### src/rtl/swizzle_vector_runner.sv
// On-chip stimulus/check engine for the bit-swizzling stage: replays {C, D, Y_expected}
// vectors from a small memory and tallies mismatches against the returned Y.
module swizzle_vector_runner #(
  parameter int unsigned IN_W  = 5,
  parameter int unsigned OUT_W = 9,
  parameter int unsigned DEPTH = 21,
  localparam int unsigned AW    = $clog2(DEPTH),
  localparam int unsigned VEC_W = 2 * IN_W + OUT_W
) (
  input  logic             clk,
  input  logic             reset,
  input  logic             start,
  input  logic [AW:0]      num_vectors,
  input  logic             vec_wr_en,
  input  logic [AW-1:0]    vec_wr_addr,
  input  logic [VEC_W-1:0] vec_wr_data,
  output logic [IN_W-1:0]  C,
  output logic [IN_W-1:0]  D,
  input  logic [OUT_W-1:0] Y,
  output logic             busy,
  output logic             done,
  output logic [31:0]      vectornum,
  output logic [31:0]      errors,
  output logic             first_err_valid,
  output logic [AW-1:0]    first_err_idx,
  output logic [OUT_W-1:0] first_err_y
);

  localparam logic [1:0] StIdle  = 2'd0;
  localparam logic [1:0] StApply = 2'd1;
  localparam logic [1:0] StCheck = 2'd2;
  localparam logic [1:0] StDone  = 2'd3;

  localparam logic [AW:0] DepthW = (AW + 1)'(DEPTH);

  logic [VEC_W-1:0] mem [DEPTH];

  logic [1:0]       state_q;
  logic [AW:0]      n_q;
  logic [AW-1:0]    idx_q;
  logic [IN_W-1:0]  c_q;
  logic [IN_W-1:0]  d_q;
  logic [OUT_W-1:0] exp_q;
  logic [31:0]      vectornum_q;
  logic [31:0]      errors_q;
  logic             fev_q;
  logic [AW-1:0]    fei_q;
  logic [OUT_W-1:0] fey_q;

  logic          wr_ok;
  logic [AW:0]   n_clamped;
  logic          mismatch;
  logic          last_vec;

  assign busy      = (state_q == StApply) || (state_q == StCheck);
  assign wr_ok     = vec_wr_en && !busy && ({1'b0, vec_wr_addr} < DepthW);
  assign n_clamped = (num_vectors > DepthW) ? DepthW : num_vectors;
  assign mismatch  = (Y != exp_q);
  assign last_vec  = (({1'b0, idx_q} + (AW + 1)'(1)) == n_q);

  // Vector memory is deliberately not reset so loaded vectors survive a reset.
  always_ff @(posedge clk) begin
    if (wr_ok) begin
      mem[vec_wr_addr] <= vec_wr_data;
    end
  end

  always_ff @(posedge clk) begin
    if (reset) begin
      state_q     <= StIdle;
      n_q         <= '0;
      idx_q       <= '0;
      c_q         <= '0;
      d_q         <= '0;
      exp_q       <= '0;
      vectornum_q <= '0;
      errors_q    <= '0;
      fev_q       <= 1'b0;
      fei_q       <= '0;
      fey_q       <= '0;
    end else begin
      case (state_q)
        StIdle, StDone: begin
          if (start) begin
            n_q         <= n_clamped;
            idx_q       <= '0;
            vectornum_q <= '0;
            errors_q    <= '0;
            fev_q       <= 1'b0;
            fei_q       <= '0;
            fey_q       <= '0;
            state_q     <= (n_clamped == '0) ? StDone : StApply;
          end
        end
        StApply: begin
          {c_q, d_q, exp_q} <= mem[idx_q];
          state_q           <= StCheck;
        end
        StCheck: begin
          vectornum_q <= vectornum_q + 32'd1;
          if (mismatch) begin
            if (errors_q != '1) begin
              errors_q <= errors_q + 32'd1;
            end
            if (!fev_q) begin
              fev_q <= 1'b1;
              fei_q <= idx_q;
              fey_q <= Y;
            end
          end
          if (last_vec) begin
            state_q <= StDone;
          end else begin
            idx_q   <= idx_q + AW'(1);
            state_q <= StApply;
          end
        end
        default: state_q <= StIdle;
      endcase
    end
  end

  assign C               = c_q;
  assign D               = d_q;
  assign done            = (state_q == StDone);
  assign vectornum       = vectornum_q;
  assign errors          = errors_q;
  assign first_err_valid = fev_q;
  assign first_err_idx   = fei_q;
  assign first_err_y     = fey_q;

endmodule
### config.mk
export PLATFORM = sky130hd
export DESIGN_NAME = swizzle_vector_runner
export DESIGN_NICKNAME = d
export VERILOG_FILES = /design/src/rtl/swizzle_vector_runner.sv
export SDC_FILE = /design/constraint.sdc
export NUM_CORES = 1
export LEC_CHECK = 0
export CAP_MARGIN = 20
export CORE_MARGIN = 2
export CORE_UTILIZATION = 47
export CTS_CLUSTER_DIAMETER = 30
export DETAILED_ROUTE_END_ITERATION = 8
export GPL_TIMING_DRIVEN = 1
export HOLD_SLACK_MARGIN = 0.06
export PLACE_DENSITY = 0.66
export RECOVER_POWER = 50
export SLEW_MARGIN = 20
export SYNTH_ARGS = -nofsm -noshare
export SYNTH_HDL_FRONTEND = slang
export SYNTH_SLANG_ARGS = --single-unit
### constraint.sdc
create_clock -name clk -period 6.3 [get_ports clk]
set_input_delay 0.63 -clock clk [delete_from_list [all_inputs] [get_ports clk]]
set_output_delay 0.63 -clock clk [all_outputs]
set_load 0.05 [all_outputs]
Word-level counts from Yosys, hierarchy flattened:

Memories as Yosys holds them, arrays and structs flattened. A register that Yosys moved wholly into a read port is not among the register bits.
Cells that the tools add are included.

* memory bits (writable): 399
* output and inout port bits: 91
* memories kept: 1
* register bits: 92

* reductions and logical operators: 14
* $lt $le $gt $ge: 2
* multiplexer cells: 25
* add/sub/neg operators: 4
* equal/unequal tests: 11

Memory list
* mem: words 21, width 19, rd ports 1, clocked after memory_dff 1, write ports 1, line 36 `logic [VEC_W-1:0] mem [DEPTH];`

Operator list (count)
* $pmux W32 S2: 2
* $mux W32: 3
* $add A32 B1 Y32 const B: 2
* $ne A32 B32 Y1 const B: 1
* $mux W9: 3
* $mux W5: 4
* $pmux W5 S2: 2
* $pmux W9 S2: 1
* $ne A9 B9 Y1: 1
* $ne A2 B2 Y1 const B: 4
* $reduce_and A4 Y1: 2
* $add A5 B1 Y6 const B: 1
* $eq A6 B6 Y1: 1
* $gt A6 B5 Y1 const B: 1
* $logic_not A6 Y1: 1
* $mux W2: 3
* $mux W6: 1
* $pmux W2 S3: 1
* $reduce_and A3 Y1: 2
* $add A5 B1 Y5 const B: 1
* $lt A5 B5 Y1 const B: 1
* $eq A2 B2 Y1 const B: 2
* $mux W1: 4
* $reduce_and A2 Y1: 2
* 9 further kinds: 10

Logic depth before layout (Yosys ltp):

Gate-level depths: netlist of run 1.

* word-level depth: 7
* depth in mapped cells: 10
* depth with buffers taken out: 8

Least setup slack after synthesis of run 1:

Ideal clock, no wire load.

* path type: register to register
* start point: register state_q[0]
* end point: memory mem[20][0] (netlist bit), enable pin
* data required time: 5.881 ns
* stages on the path, launching flop included: 8
* period minus slack after synthesis: 2.898 ns
* data arrival time: 2.479 ns
* path slack: 3.402 ns
* cell sequence: dfxtp_1 > inv_1 > ha_1 > buf_2 > nand2_1 > nor2_1 > nand2_1 > nor3_1

* longest elaborated chain between the ends: 7

Ends and longest elaborated chain
* start, declared: line 38 `logic [1:0] state_q;`
* start signal, assigned: line 70 `state_q <= StIdle;`
* start signal, assigned: line 92 `state_q <= (n_clamped == '0) ? StDone : StApply;`
* start signal, assigned: line 97 `state_q <= StCheck;`
* $eq A2 B1 Y1 / $eq A2 B2 Y1 (equally long branches): line 55 `assign busy = (state_q == StApply) || (state_q == StCheck);`
* $logic_or A1 B1 Y1 *: line 55
* $logic_not A1 Y1 *: line 56 `assign wr_ok = vec_wr_en && !busy && ({1'b0, vec_wr_addr} < DepthW);`
* $logic_and A1 B1 Y1 * (2 in series): line 56
* $mux W1 *: line 63 `if (wr_ok) begin`
* $mux W1 (implied by the code) *: line 64 `mem[vec_wr_addr] <= vec_wr_data;`
* end, declared: line 36

Mark *: on every way between the ends. The rest lies on a longest branch, timed or not.

==> impl_table.tex, run 1 <==
\begin{tabular}{lr}
\hline
Metric & Value \\
\hline
\multicolumn{2}{l}{\textbf{Run status}} \\
\quad Result of the run & finished with violations \\
\quad Violated checks & max-capacitance violations, max-slew violations \\
\multicolumn{2}{l}{\textbf{Pwr}} \\
\quad Max VDD drop & 247.2 uV \\
\quad Switching pwr & 2.335 mW \\
\quad Proportion of total power due to net switching & between 20\% and 30\% \\
\quad Pleak & 8.341 nW \\
\quad Share of power burned in registers & 39.1\% \\
\quad Share of power burned in the clock network & 51.4\% \\
\quad Power Density & 379.7 nW/um\^{}2 \\
\quad Part of the power in combinational logic & 9.5\% \\
\quad Internal power contribution & 7.410 mW \\
\multicolumn{2}{l}{\textbf{Clock network}} \\
\quad Number of gates resized after CTS & 0 \\
\quad Clock Sinks & 510 \\
\quad Worst-path clk slew & 0.05 ns \\
\quad CTS Hold Buffers Added & 0 \\
\quad Number of buffers inserted during clock tree synthesis & approximately 100 \\
\quad CTS tree & yes \\
\quad CTS H-Tree Depth & 3 \\
\quad Post-CTS Setup Repair Bufs & 0 \\
\quad Clock Tree Root & sky130\_fd\_sc\_hd\_\_clkbuf\_16 \\
\quad Clock buffer depth & 3 \\
\quad Clock latency of the later-clocked register in the worst-skew pair & 0.62 ns \\
\multicolumn{2}{l}{\textbf{Setup path}} \\
\quad Crit. End Element & flip-flop \\
\quad Worst Setup SP & reset \\
\quad Worst reg2reg path depth & 7 \\
\quad FF-to-FF End & errors[30] \\
\quad Worst path slowest cell & sky130\_fd\_sc\_hd\_\_clkbuf\_1 \\
\quad Source of the worst register-to-register timing path & state\_q[0] \\
\quad Critical path's largest stage delay & slightly below 2 ns \\
\quad Critical Path, Cell by Cell & dlygate4sd3\_1, inv\_1, o21ai\_0, clkbuf\_1, or2\_2, mux2i\_1 \\
\quad Critical Path RT & 6.79 ns \\
\quad Maximum fanout along the worst path & 60 \\
\quad Arrival time of data at the critical path endpoint & $\sim$4.6 ns \\
\quad Startpoint type of the worst setup path & input pin \\
\quad Setup CP Type & input pin to flip-flop \\
\quad Critical path destination & errors[30] \\
\quad Reg2reg setup slack & 2.30 ns \\
\multicolumn{2}{l}{\textbf{Detailed routing}} \\
\quad Post-DR wirelength/cell & 22.69 um \\
\quad DRC & 0 \\
\quad Total iterations of the first detailed-routing run & 5 \\
\quad Total wire length after detailed routing & approximately 48000 um \\
\quad Vias & roughly 12000 \\
\quad Routed via count divided by cell count & 5.658 \\
\quad Count of routing violations after the opening detailed-route iteration & roughly 890 \\
\quad Post-detailed-route count of antenna-violating nets & 0 \\
\multicolumn{2}{l}{\textbf{Layout}} \\
\quad Fillers & approximately 3200 \\
\quad Summed area of non-filler cells in the final layout & 25660 um\^{}2 \\
\quad Number of nets at the end of the flow & 1503 \\
\quad Footprint of the multi-input gates & 5959 um\^{}2 \\
\quad Sequential cell area & 14210 um\^{}2 \\
\quad Layout cell share with drive strength beyond 1 & 20.69\% \\
\quad ANT cells & 0 \\
\quad Signed area change from the synthesized netlist to the final layout & 25.83\% \\
\multicolumn{2}{l}{\textbf{Job}} \\
\quad Max\_cap viols & 1 \\
\multicolumn{2}{l}{\textbf{Global routing}} \\
\quad Number of antenna violations at the first check in global routing & 2 \\
\quad Global-route usage over all layers & 21.69\% \\
\quad Maximum number of pins on one net before global-route repair & between 80 and 90 \\
\quad Remaining global-route overflow & 0 \\
\quad Number of global-route vias before repair & 12050 \\
\quad First-pass GRT wire length & 72140 um \\
\multicolumn{2}{l}{\textbf{Yosys}} \\
\quad Portion of the post-synthesis area used by sequential elements & 69.64\% \\
\quad Most frequently used cell type in the post-synthesis netlist & sky130\_fd\_sc\_hd\_\_edfxtp\_1 \\
\quad Xor and xnor area share after synthesis & 2.055\% \\
\quad Dominant combinational cell family by area after synthesis & multiplexers \\
\quad Number of flops mapped to enable cells by yosys & 399 \\
\quad Area share of fa/ha/maj cells after synthesis & 0.4294\% \\
\quad Most area-consuming cells after synthesis & sky130\_fd\_sc\_hd\_\_edfxtp\_1 59\%, sky130\_fd\_sc\_hd\_\_dfxtp\_1 11\%, sky130\_fd\_sc\_hd\_\_mux4\_2 10\%, sky130\_fd\_sc\_hd\_\_mux2i\_1 2.7\%, sky130\_fd\_sc\_hd\_\_nor2\_1 1.6\% \\
\quad Cell area after synthesis & 20390 um\^{}2 \\
\quad Number of instances in the synthesized netlist & 1269 \\
\quad Post-synthesis compound-gate area fraction & 4.313\% \\
\quad Distinct cell type count of the synthesized netlist & 63 \\
\quad Post-Synth Simple-Gate Area & 8.399\% \\
\quad Synthesized net count & 1319 \\
\quad Synth Area per Inst & 16.07 um\^{}2 \\
\quad Ranking of synthesized cells by instance count & 399 x sky130\_fd\_sc\_hd\_\_edfxtp\_1, 111 x sky130\_fd\_sc\_hd\_\_dfxtp\_1, 95 x sky130\_fd\_sc\_hd\_\_mux4\_2 \\
\quad Area fraction of the dominant cell type after synthesis & a little under 60\% \\
\quad Proportion of register bits with asynchronous set or reset after synthesis & 0\% \\
\quad Cell type with the largest total area after synthesis & sky130\_fd\_sc\_hd\_\_edfxtp\_1 \\
\quad Post-synthesis register bit count & just over 500 \\
\quad Most frequently used flop master after synthesis & sky130\_fd\_sc\_hd\_\_edfxtp\_1 \\
\quad Count of synthesis-stage warnings from yosys & 0 \\
\quad Multiplexer fraction of the synthesized cell area & 13.47\% \\
\multicolumn{2}{l}{\textbf{STA}} \\
\quad Final hold violation count & 0 \\
\quad Final-report setup violation count & 0 \\
\quad Time the final worst path needs with I/O delays and setup & 4.120 ns \\
\quad Clock skew & around 0.022 ns \\
\quad Slew of the pin with the lowest slew margin & 2.786 ns \\
\quad Unrepaired setup endpoints after global routing & no \\
\quad Setup TNS & 0 ns \\
\quad Maximum clock frequency & 242.7 MHz \\
\quad Final Slew Violations & 61 \\
\quad Final period utilization & 65.40\% \\
\quad Worst relative slew slack & -85.71\% \\
\multicolumn{2}{l}{\textbf{Hold path}} \\
\quad Min-Delay Path Class & flip-flop to flip-flop \\
\quad Hold Path Cell Cnt & 1 \\
\multicolumn{2}{l}{\textbf{Place}} \\
\quad DPL Wire Length & 28110 um \\
\quad Placed Instance Area & 22450 um\^{}2 \\
\quad Routability congestion estimate & 0.7625 \\
\quad Number of buffers inserted by port buffering & 133 \\
\multicolumn{2}{l}{\textbf{Die}} \\
\quad Die area & between 40000 and 50000 um\^{}2 \\
\quad Core Area & between 40000 and 50000 um\^{}2 \\
\quad Initial standard-cell utilization of the core & 47.45\% \\
\quad I/O pin count & 134 \\
\quad Site row count & 76 \\
\quad Floorplan die width & 212.3 um \\
\quad Die Span Y & 212.3 um \\
\hline
\end{tabular}
[cells by family after synthesis]
group / after synthesis
flip-flops: 510
AND/OR/NAND/NOR: 339
multiplexers: 155
AO/OA/AOI/OAI: 132
buffers and inverters: 79
XOR/XNOR: 47
adder cells (fa/ha/maj): 7
[registers in the layout, summed over array words and instances, names as in the netlist]
name	count
first_err_idx	5
n_q	6
mem	399
state_q	2
C	5
D	5
idx_q	5
first_err_y	9
errors	32
exp_q	9
first_err_valid	1
vectornum	32
[cell usage in the layout (no fill, tap or decap), types with 6 or more instances in the layout]
cell | netlist | routed
sky130_fd_sc_hd__mux2_2 | 6 | 6
sky130_fd_sc_hd__edfxtp_1 | 399 | 399
sky130_fd_sc_hd__clkbuf_16 | 0 | 99
sky130_fd_sc_hd__mux2i_1 | 54 | 54
sky130_fd_sc_hd__nand4_1 | 19 | 19
sky130_fd_sc_hd__xor2_1 | 21 | 21
sky130_fd_sc_hd__clkdlybuf4s50_1 | 0 | 40
sky130_fd_sc_hd__nand2_1 | 83 | 83
sky130_fd_sc_hd__a21oi_1 | 39 | 39
sky130_fd_sc_hd__nor2_4 | 0 | 12
sky130_fd_sc_hd__a32o_1 | 15 | 15
sky130_fd_sc_hd__clkinvlp_4 | 0 | 10
sky130_fd_sc_hd__nor3_1 | 10 | 10
sky130_fd_sc_hd__buf_4 | 1 | 17
sky130_fd_sc_hd__or3_1 | 16 | 16
sky130_fd_sc_hd__and3_1 | 11 | 11
sky130_fd_sc_hd__mux4_2 | 95 | 95
sky130_fd_sc_hd__clkinv_1 | 0 | 11
sky130_fd_sc_hd__or4_1 | 11 | 11
sky130_fd_sc_hd__bufinv_16 | 0 | 11
sky130_fd_sc_hd__dlygate4sd3_1 | 0 | 93
sky130_fd_sc_hd__nand3b_1 | 16 | 16
sky130_fd_sc_hd__inv_1 | 11 | 11
sky130_fd_sc_hd__clkinv_2 | 0 | 23
sky130_fd_sc_hd__clkbuf_1 | 35 | 14
sky130_fd_sc_hd__nand3_1 | 45 | 45
sky130_fd_sc_hd__nor2_1 | 87 | 67
sky130_fd_sc_hd__ha_1 | 7 | 7
sky130_fd_sc_hd__o211ai_1 | 14 | 14
sky130_fd_sc_hd__nand2b_1 | 6 | 6
sky130_fd_sc_hd__xnor2_1 | 25 | 25
sky130_fd_sc_hd__dfxtp_1 | 111 | 107
sky130_fd_sc_hd__nor2_2 | 0 | 8
sky130_fd_sc_hd__o21ai_0 | 36 | 36
[worst max-delay path: cells and delay by family]
kind | cells | cell delay, ns
simple gates | 1 | 0.34
mux | 1 | 0.07
compound gates | 1 | 0.20
buf+inv | 3 | 3.31
[area by class of cell]
class                   count  share of cell area [%]
flip-flops and latches    510                   55.38
multi-input cells         680                   23.22
clock buffers             115                   10.00
repair buffers            152                   5.777
well taps                 585                   2.852
clock inverters            64                   2.599
inverters                  11                  0.1609
[metal layers]
layer	global-route usage [%]	part of all wire (%)	up-vias
met5	0	0.052	-
met4	8.030	2.9	4
met3	5.229	6.2	90
met2	34.95	48	407
met1	28.84	42	6086
li1	-	-	5391
[per-stage QoR]
step           total power [mW]  hold WS [ns]  util, %  worst slack (ns)  std cells
6_report                  9.745        0.4511    59.71             2.180       2117
5_1_grt                   10.07        0.4593    59.71             1.792       2117
4_1_cts                   9.836        0.4483    59.75             3.161       2117
3_5_place_dp              4.812        0.4421    52.22             3.103       1938
3_3_place_gp              4.800        0.4352    52.14             3.165       1938
2_1_floorplan             4.499        0.4627        -             3.402       1269
[power groups by stage]
stage                     clock, mW  combinational, mW  sequential [mW]
final                          5.01              0.922             3.81
after floorplan                   0              0.560             3.94
after global routing           5.26              0.994             3.81
after CTS                      5.08              0.947             3.81
after global placement            0              0.930             3.87
after detailed placement          0              0.941             3.87
[worst min-delay path by stage]
stage | start | endpoint | slack (ns)
after floorplan | exp_q[0] | exp_q[0] | 0.46
after global placement | idx_q[3] | idx_q[3] | 0.44
after detailed placement | idx_q[3] | idx_q[3] | 0.44
after CTS | idx_q[3] | idx_q[3] | 0.45
after global routing | idx_q[3] | idx_q[3] | 0.46
final | idx_q[3] | idx_q[3] | 0.45
No activity file was read; power rests on OpenSTA's default activity.
==> run 2: changes to the inputs <==
--- a/config.mk
+++ b/config.mk
@@ -12,7 +12,7 @@
 export DETAILED_ROUTE_END_ITERATION = 8
 export GPL_TIMING_DRIVEN = 1
 export HOLD_SLACK_MARGIN = 0.06
-export PLACE_DENSITY = 0.66
+export PLACE_DENSITY = 0.68
 export RECOVER_POWER = 50
 export SLEW_MARGIN = 20
 export SYNTH_ARGS = -nofsm -noshare
==> constraint.sdc (replaced) <==
create_clock -name clk -period 3.6 [get_ports clk]
set_input_delay 0.36 -clock clk [delete_from_list [all_inputs] [get_ports clk]]
set_output_delay 0.36 -clock clk [all_outputs]
set_load 0.05 [all_outputs]
==> run 2 against run 1 <==
The flow now finishes without violations. Final cell count rose by 1.7%. Via count rose by 0.95%. Design area rose by 1.7%. Sequential power rose by 75%. Clock skew rose by 0.0026 ns. Critical path depth fell by 2. Largest cell class unchanged.
==> impl_table.tex, run 2 (synthesized netlist as in run 1, its figures left out) <==
\begin{tabular}{lr}
\hline
Metric & Value \\
\hline
\multicolumn{2}{l}{\textbf{Run status}} \\
\quad Result of the run & completed (was finished with violations) \\
\multicolumn{2}{l}{\textbf{Place}} \\
\quad DP Worst Slack & 0.8016 ns (was 3.103 ns) \\
\quad Post-Place Cells & 1961 (was 1938) \\
\quad DPL Wire Length & 29270 um (was 28110 um) \\
\quad Routability congestion estimate & 0.8253 (was 0.7625) \\
\quad Number of buffers inserted by port buffering & 133 (unchanged) \\
\quad Placed Instance Area & 22610 um\^{}2 (was 22450 um\^{}2) \\
\multicolumn{2}{l}{\textbf{Hold path}} \\
\quad Hold Path Cell Cnt & 3 (was 1) \\
\quad Origin of the worst min-delay path & num\_vectors[0] (was idx\_q[3]) \\
\quad Min-Delay Path Class & input pin to flip-flop (was flip-flop to flip-flop) \\
\quad Hold endpoint & n\_q[0] (was idx\_q[3]) \\
\multicolumn{2}{l}{\textbf{STA}} \\
\quad Worst relative slew slack & 29.77\% (was -85.71\%) \\
\quad Final Slew Violations & 0 (was 61) \\
\quad Final-report setup violation count & 0 (unchanged) \\
\quad Slew of the pin with the lowest slew margin & 1.050 ns (was 2.786 ns) \\
\quad Maximum clock frequency & 359.6 MHz \\
\quad Final period utilization & 77.24\% \\
\quad Clock skew & 0.02437 ns (was 0.02181 ns) \\
\quad Time the final worst path needs with I/O delays and setup & 2.781 ns \\
\quad Setup ws final & 0.8192 ns (was 2.180 ns) \\
\quad Final hold violation count & 0 (unchanged) \\
\quad Setup TNS & 0 ns (unchanged) \\
\quad Unrepaired setup endpoints after global routing & no (unchanged) \\
\quad Worst-case hold slack & 0.3335 ns (was 0.4511 ns) \\
\multicolumn{2}{l}{\textbf{Layout}} \\
\quad Fin cells & 2154 (was 2117) \\
\quad Flip-flop count of the largest register after layout & 399 (unchanged) \\
\quad Signed area change from the synthesized netlist to the final layout & 28.01\% (was 25.83\%) \\
\quad Register with the highest flop count & mem (unchanged) \\
\quad Summed area of non-filler cells in the final layout & 26110 um\^{}2 (was 25660 um\^{}2) \\
\quad Number of nets at the end of the flow & 1530 (was 1503) \\
\quad ANT cells & 0 (unchanged) \\
\quad Layout cell share with drive strength beyond 1 & 22.63\% (was 20.69\%) \\
\quad Commonest non-fill, non-tap cell in the layout & sky130\_fd\_sc\_hd\_\_edfxtp\_1 (unchanged) \\
\quad Most frequent cells in the layout & 399 x sky130\_fd\_sc\_hd\_\_edfxtp\_1, 107 x sky130\_fd\_sc\_hd\_\_dfxtp\_1, 105 x sky130\_fd\_sc\_hd\_\_dlygate4sd3\_1, 102 x sky130\_fd\_sc\_hd\_\_clkbuf\_16, 95 x sky130\_fd\_sc\_hd\_\_mux4\_2 (was 399 x sky130\_fd\_sc\_hd\_\_edfxtp\_1, 107 x sky130\_fd\_sc\_hd\_\_dfxtp\_1, 99 x sky130\_fd\_sc\_hd\_\_clkbuf\_16, 95 x sky130\_fd\_sc\_hd\_\_mux4\_2, 93 x sky130\_fd\_sc\_hd\_\_dlygate4sd3\_1) \\
\quad Fillers & 3164 (was 3215) \\
\multicolumn{2}{l}{\textbf{Die}} \\
\quad Core Area & 42980 um\^{}2 (unchanged) \\
\quad Floorplan die width & 212.3 um (unchanged) \\
\quad I/O pin count & 134 (unchanged) \\
\quad Site row count & 76 (unchanged) \\
\quad Die Span Y & 212.3 um (unchanged) \\
\quad Die area & 45080 um\^{}2 (unchanged) \\
\quad Initial standard-cell utilization of the core & 47.45\% (unchanged) \\
\multicolumn{2}{l}{\textbf{Detailed routing}} \\
\quad Vias & 12090 (was 11980) \\
\quad Total wire length after detailed routing & 47610 um (was 48030 um) \\
\quad DRT met1 WL & 19290 um (was 20350 um) \\
\quad DRC & 0 (unchanged) \\
\quad Routed via count divided by cell count & 5.614 (was 5.658) \\
\quad Post-DR wirelength/cell & 22.10 um (was 22.69 um) \\
\quad Met2 routed WL & 23410 um (was 23250 um) \\
\quad Post-detailed-route count of antenna-violating nets & 0 (unchanged) \\
\quad Uppermost routed layer & met5 (unchanged) \\
\quad Met3 wire length & 3543 um (was 2987 um) \\
\quad Count of routing violations after the opening detailed-route iteration & 1099 (was 893) \\
\quad Total iterations of the first detailed-routing run & 5 (unchanged) \\
\multicolumn{2}{l}{\textbf{Global routing}} \\
\quad Maximum number of pins on one net before global-route repair & 45 (was 84) \\
\quad Number of antenna violations at the first check in global routing & 2 (unchanged) \\
\quad Global-route usage over all layers & 21.66\% (was 21.69\%) \\
\quad First-pass GRT wire length & 72150 um (was 72140 um) \\
\quad Number of global-route vias before repair & 12130 (was 12050) \\
\quad Remaining global-route overflow & 0 (unchanged) \\
\multicolumn{2}{l}{\textbf{Setup path}} \\
\quad Reg2reg setup slack & 0.82 ns (was 2.30 ns) \\
\quad Worst reg2reg path depth & 7 (unchanged) \\
\quad Maximum fanout along the worst path & 9 (was 60) \\
\quad Crit. End Element & output pin (was flip-flop) \\
\quad Source of the worst register-to-register timing path & state\_q[0] (unchanged) \\
\quad Setup CP Type & flip-flop to output pin (was input pin to flip-flop) \\
\quad Critical Path RT & 3.24 ns (was 6.79 ns) \\
\quad Startpoint type of the worst setup path & flip-flop (was input pin) \\
\quad FF-to-FF End & mem[2][7] (was errors[30]) \\
\quad Arrival time of data at the critical path endpoint & 2.42 ns (was 4.61 ns) \\
\multicolumn{2}{l}{\textbf{Clock network}} \\
\quad Number of buffers inserted during clock tree synthesis & 102 (was 98) \\
\quad Clock buffer depth & 3 (unchanged) \\
\quad Clock latency of the later-clocked register in the worst-skew pair & 0.63 ns (was 0.62 ns) \\
\quad CTS H-Tree Depth & 3 (unchanged) \\
\quad Clock Tree Root & sky130\_fd\_sc\_hd\_\_clkbuf\_16 (unchanged) \\
\quad Worst-path clk slew & 0.05 ns (about the same) \\
\quad CTS Hold Buffers Added & 0 (unchanged) \\
\quad Post-CTS Setup Repair Bufs & 0 (unchanged) \\
\quad Number of gates resized after CTS & 0 (unchanged) \\
\quad CTS tree & yes (unchanged) \\
\quad Clock Sinks & 510 (unchanged) \\
\multicolumn{2}{l}{\textbf{Pwr}} \\
\quad Power Density & 677.6 nW/um\^{}2 (was 379.7 nW/um\^{}2) \\
\quad Pleak & 8.642 nW (was 8.341 nW) \\
\quad Max VDD drop & 467.3 uV (was 247.2 uV) \\
\multicolumn{2}{l}{\textbf{Job}} \\
\quad Max\_cap viols & 0 (was 1) \\
\hline
\end{tabular}
run 2: critical path, stage by stage, from the launching register on:
cell and delay, ns:
sky130_fd_sc_hd__dfxtp_1 0.41, sky130_fd_sc_hd__inv_1 0.07, sky130_fd_sc_hd__ha_1 0.42, sky130_fd_sc_hd__inv_1 0.11, sky130_fd_sc_hd__clkdlybuf4s50_1 0.80
run 2: where the power goes:
part / switching (mW) / total (mW) / internal (mW)
Clock: 3.13 / 9.36 / 6.23
Combinational: 1.03 / 1.66 / 0.625
Sequential: 0.148 / 6.68 / 6.53
Total: 4.31 / 17.7 / 13.4
run 2: per-stage QoR:
step                      util (%)  total power [mW]
after detailed placement     52.61             8.475
after floorplan                  -             7.873
after global placement       52.61             8.439
after global routing         60.74             18.28
after CTS                    60.77             17.87
final                        60.74             17.69
run 2: worst max-delay path by stage:
stage / startpoint / end / slack (ns) / cells after the start
floorplan: state_q[0] / mem[20][0] / 0.70 / 7
global placement: Y[3] / errors[7] / 0.85 / 7
detailed placement: Y[3] / errors[5] / 0.80 / 7
CTS: state_q[0] / busy / 0.78 / 4
global route: state_q[0] / mem[7][4] / 0.60 / 7
finish: state_q[0] / busy / 0.82 / 4
run 2: cell type report:
class / count / area [um^2] / share of cell area [%]
sequential: 510 / 14210 / 54.44
tap: 585 / 732.0 / 2.804
clock inverter: 79 / 910.9 / 3.489
multi-input combinational: 680 / 5911 / 22.64
clock buffer: 114 / 2597 / 9.949
timing repair buffer: 175 / 1702 / 6.518
inverter: 11 / 41.29 / 0.1582
run 2: per-layer routing:
metal / GRT usage [%] / vias up
li1: - / 5434
met1: 27.91 / 6171
met2: 35.29 / 409
met3: 5.229 / 76
met4: 9.260 / 2
met5: 0 / -
